**src/rtl/mips_regfile_pkg.sv**
```systemverilog
// Shared types and constants for the MIPS general-purpose register file.
// Decode also uses the named register indices.
package mips_regfile_pkg;

  localparam int unsigned DATA_W = 32;
  localparam int unsigned ADDR_W = 5;
  localparam int unsigned DEPTH  = 32'(1) << ADDR_W;

  typedef logic [DATA_W-1:0] word_t;
  typedef logic [ADDR_W-1:0] addr_t;

  localparam addr_t REG_ZERO = 5'd0;
  localparam addr_t REG_SP   = 5'd29;
  localparam addr_t REG_RA   = 5'd31;

  // Write-port request as presented by writeback
  typedef struct packed {
    logic  en;
    addr_t addr;
    word_t data;
  } wr_req_t;

endpackage

```
**src/rtl/mips_regfile_if.sv**
```systemverilog
// Register-file access bus: two read ports (A, B) and one write port (C).
// The master is the pipeline; the slave is the register file.
interface mips_regfile_if;
  import mips_regfile_pkg::*;

  addr_t addra;
  word_t dataa;
  addr_t addrb;
  word_t datab;
  logic  enc;
  addr_t addrc;
  word_t datac;

  modport master (
    output addra, addrb, enc, addrc, datac,
    input  dataa, datab
  );

  modport slave (
    input  addra, addrb, enc, addrc, datac,
    output dataa, datab
  );

endinterface

```
**src/rtl/mips_regfile_read_mux.sv**
```systemverilog
// Combinational read port: selects one register and forces $0 to read zero
// regardless of what the array holds.
module mips_regfile_read_mux
  import mips_regfile_pkg::*;
(
  input  logic [DEPTH-1:0][DATA_W-1:0] regs_i,
  input  addr_t                        addr_i,
  output word_t                        rdata_c_o
);

  always_comb begin
    rdata_c_o = '0;
    if (addr_i != REG_ZERO) begin
      rdata_c_o = regs_i[addr_i];
    end
  end

endmodule

```
**src/rtl/mips_regfile.sv**
```systemverilog
// 32 x 32 MIPS register file: two zero-latency read ports, one synchronous
// write port, $0 hardwired to zero, no read-during-write bypass.
module mips_regfile
  import mips_regfile_pkg::*;
(
  input  logic            clock,
  input  logic            reset,
  mips_regfile_if.slave   bus
);

  logic [DEPTH-1:0][DATA_W-1:0] regs_q;
  logic [DEPTH-1:0][DATA_W-1:0] regs_d;
  wr_req_t                      wr_c;

  assign wr_c = '{en: bus.enc, addr: bus.addrc, data: bus.datac};

  // Next array contents; writes to $0 are dropped here
  always_comb begin
    regs_d = regs_q;
    if (wr_c.en && (wr_c.addr != REG_ZERO)) begin
      regs_d[wr_c.addr] = wr_c.data;
    end
  end

  always_ff @(posedge clock or negedge reset) begin
    if (!reset) begin
      regs_q <= '0;
    end else begin
      regs_q <= regs_d;
    end
  end

  mips_regfile_read_mux u_read_a (
    .regs_i    (regs_q),
    .addr_i    (bus.addra),
    .rdata_c_o (bus.dataa)
  );

  mips_regfile_read_mux u_read_b (
    .regs_i    (regs_q),
    .addr_i    (bus.addrb),
    .rdata_c_o (bus.datab)
  );

endmodule

```
**src/flat_wrapper.sv**
```systemverilog
// flat-port wrapper written by rule: the top's interface ports become plain ports
module mips_regfile_flat import mips_regfile_pkg::*;
  (clock, reset, bus_addra, bus_addrb, bus_enc, bus_addrc, bus_datac, bus_dataa, bus_datab);
  mips_regfile_if bus_i ();
  input  logic clock;
  input  logic reset;
  input wire logic [$bits(bus_i.addra)-1:0] bus_addra;
  input wire logic [$bits(bus_i.addrb)-1:0] bus_addrb;
  input wire logic [$bits(bus_i.enc)-1:0] bus_enc;
  input wire logic [$bits(bus_i.addrc)-1:0] bus_addrc;
  input wire logic [$bits(bus_i.datac)-1:0] bus_datac;
  output wire logic [$bits(bus_i.dataa)-1:0] bus_dataa;
  output wire logic [$bits(bus_i.datab)-1:0] bus_datab;
  assign bus_i.addra = bus_addra;
  assign bus_i.addrb = bus_addrb;
  assign bus_i.enc = bus_enc;
  assign bus_i.addrc = bus_addrc;
  assign bus_i.datac = bus_datac;
  assign bus_dataa = bus_i.dataa;
  assign bus_datab = bus_i.datab;
  mips_regfile u_core (.clock(clock), .reset(reset), .bus(bus_i));
endmodule
```
**config.mk**
```make
export PLATFORM = sky130hd
export DESIGN_NAME = mips_regfile_flat
export DESIGN_NICKNAME = d
export VERILOG_FILES = /design/src/rtl/mips_regfile_pkg.sv /design/src/rtl/mips_regfile_if.sv /design/src/rtl/mips_regfile_read_mux.sv /design/src/rtl/mips_regfile.sv /design/src/flat_wrapper.sv
export SDC_FILE = /design/constraint.sdc
export NUM_CORES = 2
export LEC_CHECK = 0
export BUFFER_PORTS_ARGS = -buffer_cell sky130_fd_sc_hd__buf_4
export CORE_AREA = 2 2 424 426
export CTS_BUF_LIST = sky130_fd_sc_hd__clkbuf_4 sky130_fd_sc_hd__clkbuf_8
export CTS_CLUSTER_SIZE = 20
export DETAILED_ROUTE_END_ITERATION = 8
export DIE_AREA = 0 0 426 428
export PLACE_DENSITY = 0.53
export SLEW_MARGIN = 20
export SYNTH_ARGS = -nofsm -noshare
export SYNTH_HDL_FRONTEND = slang
export SYNTH_HIERARCHICAL = 1
export SYNTH_SLANG_ARGS = --single-unit
```
**constraint.sdc**
```tcl
create_clock -name clock -period 5 [get_ports clock]
set_input_delay 1 -clock clock [delete_from_list [all_inputs] [get_ports clock]]
set_output_delay 1 -clock clock [all_outputs]
set_load 0.005 [all_outputs]
```
== Yosys cells after proc, flatten, opt, wreduce, memory -nomap -nowiden ==
Cells that the tools add are included.
Widths: inputs -> output; s select.

* Register bits: 1024
* Output and inout bits: 64

* $lt $le $gt $ge: 4
* Multiplexer cells: 9
* Reduce and logical (&&, ||, !) cells: 5

{| class="wikitable"
|+ Operator list
! operator !! count
|-
| $bwmux 1024 || 1
|-
| $bmux 32 s5 || 2
|-
| $demux 32 s5 || 1
|-
| $mux 32 || 5
|-
| $lt 5x6->1 const B || 3
|-
| $reduce_bool 5->1 || 3
|-
| $ge 5x1->1 const B || 1
|-
| $logic_and 1x1->1 || 2
|}

== Logic depth before layout (Yosys ltp) ==
* Depth in word-level cells: 5
* Gate-level depth with buffers: 7
* Gate-level depth less buffers: 4

== Modules after synthesis ==
Netlist, hierarchy kept.

{| class="wikitable"
|+ By module, submodules not included
! module !! times used !! cells an instance !! area each (um^2) !! seq. area each (um^2)
|-
| mips_regfile || 1 || 2287 || 38011.5 || 25624.6
|-
| mips_regfile_read_mux || 2 || 664 || 8368.0 || 0.0
|}

== Worst setup path after synthesis ==
Ideal clock, no wire load.

* Kind: input-to-output
* Start point: in bus_addra[0]
* End point: out bus_dataa[11]
* Data arrival time: 2.298 ns
* Data required time: 4.000 ns
* Setup slack: 1.702 ns
* Stages: 5
* Path through: buf_4 buf_2 mux4_2 a211oi_1 a311oi_2

* Longest elaborated chain between the ends: 3
* Elaborated cells between the ends (all ways): 4

{| class="wikitable"
|+ RTL lines
! item !! line !! RTL
|-
| start: declaration || flat_wrapper.sv:7 || <nowiki>input wire logic [$bits(bus_i.addra)-1:0] bus_addra;</nowiki>
|-
| $bmux 32 s5 || mips_regfile_read_mux.sv:14 || <nowiki>rdata_c_o = regs_i[addr_i];</nowiki>
|-
| $mux 32 (implied by the code) || mips_regfile_read_mux.sv:14 ||
|-
| $mux 32 * || mips_regfile_read_mux.sv:13 || <nowiki>if (addr_i != REG_ZERO) begin</nowiki>
|-
| end: declaration || flat_wrapper.sv:12 || <nowiki>output wire logic [$bits(bus_i.dataa)-1:0] bus_dataa;</nowiki>
|}

Every way passes the cells marked *; elsewhere a longest branch is shown, timed or not. The select of a mux whose other input is x is not followed.

== Worst setup path in the final report ==
* Start point: in bus_addra[0]
* End point: out bus_dataa[6]

Same word-level chain as after synthesis.

==> metrics <==
status=finished, final reports clean; DR WL/cell=around 30 um; Yosys top cell by area=dfrtp_1; Initial DRC Count=2,458; Port Buffers=113; hold depth=0; startpoint types=primary input; Final Hold Fails=0; total nets after synthesis=3,665; starting density of the core=30.82%; Worst-Skew Late Latency=0.91 ns; asr flop ratio synth=100.0%; CP Capture Type=output pin; DRT Pass-1 Iters=5; compound-gate portion of the synthesized area=4.886%; final-report setup violation count=0; CP required=~4.0 ns; RR Endpoint=u_core/regs_q[901]; VDD IR max=roughly 0.21 mV; Critical Path Start=bus_addra[0]; TritonCTS buffer count=175; number of flip-flops in the largest register=1,024; GRT Util Overall=20.14%; Max Root-Sink Buffers=3; r2r worst-path depth=1; initial antenna violation count=8; GRT overflow=0; Routability Congestion=between 0.7 and 0.8; via/cell ratio=5.615; # nets final=3,702; CTS sink count=1,024; largest net degree at the start of global routing=139; Ports=114; CTS resizes=0; max-cap violations=0; Synth Area in XOR/XNOR=0%; Post-Place Worst Slack=0.1970 ns; top-area cell type share of the netlist area=46.81%; hpwl dp=110,700 um; Die W=426 um; pwr/cell area=388.1 nW/um2; Post-Syn Area=roughly 55,000 um2; share of cells above drive strength 1=56.84%; H-tree levels=4; clock root buffer master=clkbuf_8; via count=approximately 34,000; Worst Hold Class=flip-flop to flip-flop; DIE HEIGHT=428 um; Site Rows=between 150 and 200; clock skew=0 ns; hold endpoint=u_core/regs_q[26]; Synth Area in Adders=0%; RSZ-0062 raised after global routing=no; Regs by FF count=u_core/regs_q (1024); setup_tns=0 ns; Hold Startpoint=u_core/regs_q[26]; max frequency=roughly 210 MHz; min Tclk post-route=about 4.7 ns; # DRC=0; CP Class=primary input to output pin; YS warnings=6; worst-margin pin slew=1.153 ns; first-pass GRT wire length=267,600 um; Worst R2R Start=u_core/regs_q[901]; mux cell area share after synthesis=42.49%; final slew viol count=0; Area growth, synth to finish=13.45%; Final period util=93.49%; number of synthesized flops with an enable pin=0; vias in the first global route=36,160; Yosys cell types=38; Reg2Reg Setup Slack=4.20 ns; drt total wl=~180,000 um; fraction of the mapped netlist area in simple logic gates=under 10%; Seq/Total Area, Yosys=46.81%; main combinational cell family by area after synthesis=multiplexers; post-route ant nets=0; Setup Buffers After CTS=0; Top reg by flops=u_core/regs_q; die area=182,300 um2; relative slew slack=22.61%; CTS tree=done; CP Max Fanout=33; Primary FF master, synth=dfrtp_1; count leader, synth=mux2_2; leakage=0.02644 uW; area of the multi-input gates=27,090 um2; Storage cell area=25,620 um2; synth top area cells=dfrtp_1 47%, mux2_2 22%, mux4_2 18%; Synth Register Bits=1,024; most frequent cells after synthesis=1,047 x mux2_2, 1,024 x dfrtp_1, 448 x mux4_2; Layout fillers=17,200; core area=177,600 um2; syn avg cell area=15.14 um2; clk slew on worst S/H paths=about 0.060 ns; data arrival time of the worst path=approximately 3.7 ns; final worst setup slack=0.3254 ns; cells after synthesis=3,615
==> worst max path at each step <==
stage / slack, ns / cells after the start / to
detailed placement: 0.20 / 5 / bus_dataa[6]
floorplan: 1.70 / 5 / bus_dataa[11]
CTS: 0.15 / 5 / bus_dataa[6]
global placement: 0.20 / 5 / bus_dataa[6]
finish: 0.33 / 7 / bus_dataa[6]
global route: 0.25 / 7 / bus_dataa[26]
==> per-stage QoR <==
| step | hold slack (ns) | total power [uW] | std cells | utilization [%] | area, um2 |
|---|---|---|---|---|---|
| 2_1_floorplan | 0.4413 | 14410 | 3615 | - | 54750 |
| 3_3_place_gp | 0.3770 | 15930 | 5829 | 32.85 | 58350 |
| 3_5_place_dp | 0.3833 | 16080 | 5829 | 32.85 | 58350 |
| 4_1_cts | 0.3965 | 24330 | 6139 | 34.96 | 62100 |
| 5_1_grt | 0.4073 | 25230 | 6141 | 34.96 | 62110 |
| 6_report | 0.3918 | 24100 | 6141 | 34.96 | 62110 |
==> per-layer routing <==
layer | track usage, % | vias up | wire length, um | part of all wire (%)
li1 | - | 14160 | - | -
met1 | 26.23 | 19000 | 77110 | 42
met2 | 33.94 | 1011 | 91730 | 50
met3 | 2.961 | 307 | 8370 | 4.6
met4 | 7.281 | 4 | 6378 | 3.5
met5 | 0 | - | 35 | 0.019
==> logic make-up after synthesis <==
group	after synthesis
AO/OA/AOI/OAI	368
buffers and inverters	432
flip-flops	1024
multiplexers	1632
AND/OR/NAND/NOR	159
==> timing repair <==
| action | 4_1_cts | 5_1_grt |
|---|---|---|
| hold buffers | 1 | 0 |
| hold endpoints to repair | 1 | 0 |
| endpoints found under the setup margin | 0 | 0 |
==> report_power, final <==
part	total [uW]	internal (uW)	leakage (uW)	switching, uW
Sequential	11000	9870	0.0131	1080
Combinational	5000	2990	0.0113	2010
Clock	8150	4540	0.00199	3600
==> area by class of cell <==
cell class / instances / area share, %
repair buffers: 290 / 4.327
clock inverters: 22 / 0.2840
well taps: 2355 / 4.744
multi-input cells: 2159 / 43.62
flip-flops and latches: 1024 / 41.26
inverters: 2 / 0.02014
clock buffers: 287 / 5.745
diodes: 2 / 0.008058
==> cell usage in the layout (no fill, tap or decap), drive strengths merged, types with 2 or more instances in the layout <==
cell	n
a211oi	64
a221oi	48
a22oi	64
a311oi	64
and2	2
and4bb	3
buf	289
clkbuf	287
clkinv	10
clkinvlp	4
dfrtp	1024
diode	2
inv	9
mux2	1056
mux2i	128
mux4	448
nand2	44
nand2b	4
nand3	4
nand4b	3
nor2	19
nor2b	70
o2111ai	16
o21ai	112
or2	2
or3	3
or4	2
==> critical path, stage by stage <==
cell	delay, ns
buf_6	0.47
inv_4	0.26
nor2_1	0.21
buf_4	0.25
a22oi_1	0.14
a311oi_1	0.99
buf_4	0.26
Note: power is estimated with default switching activity, not from simulation.
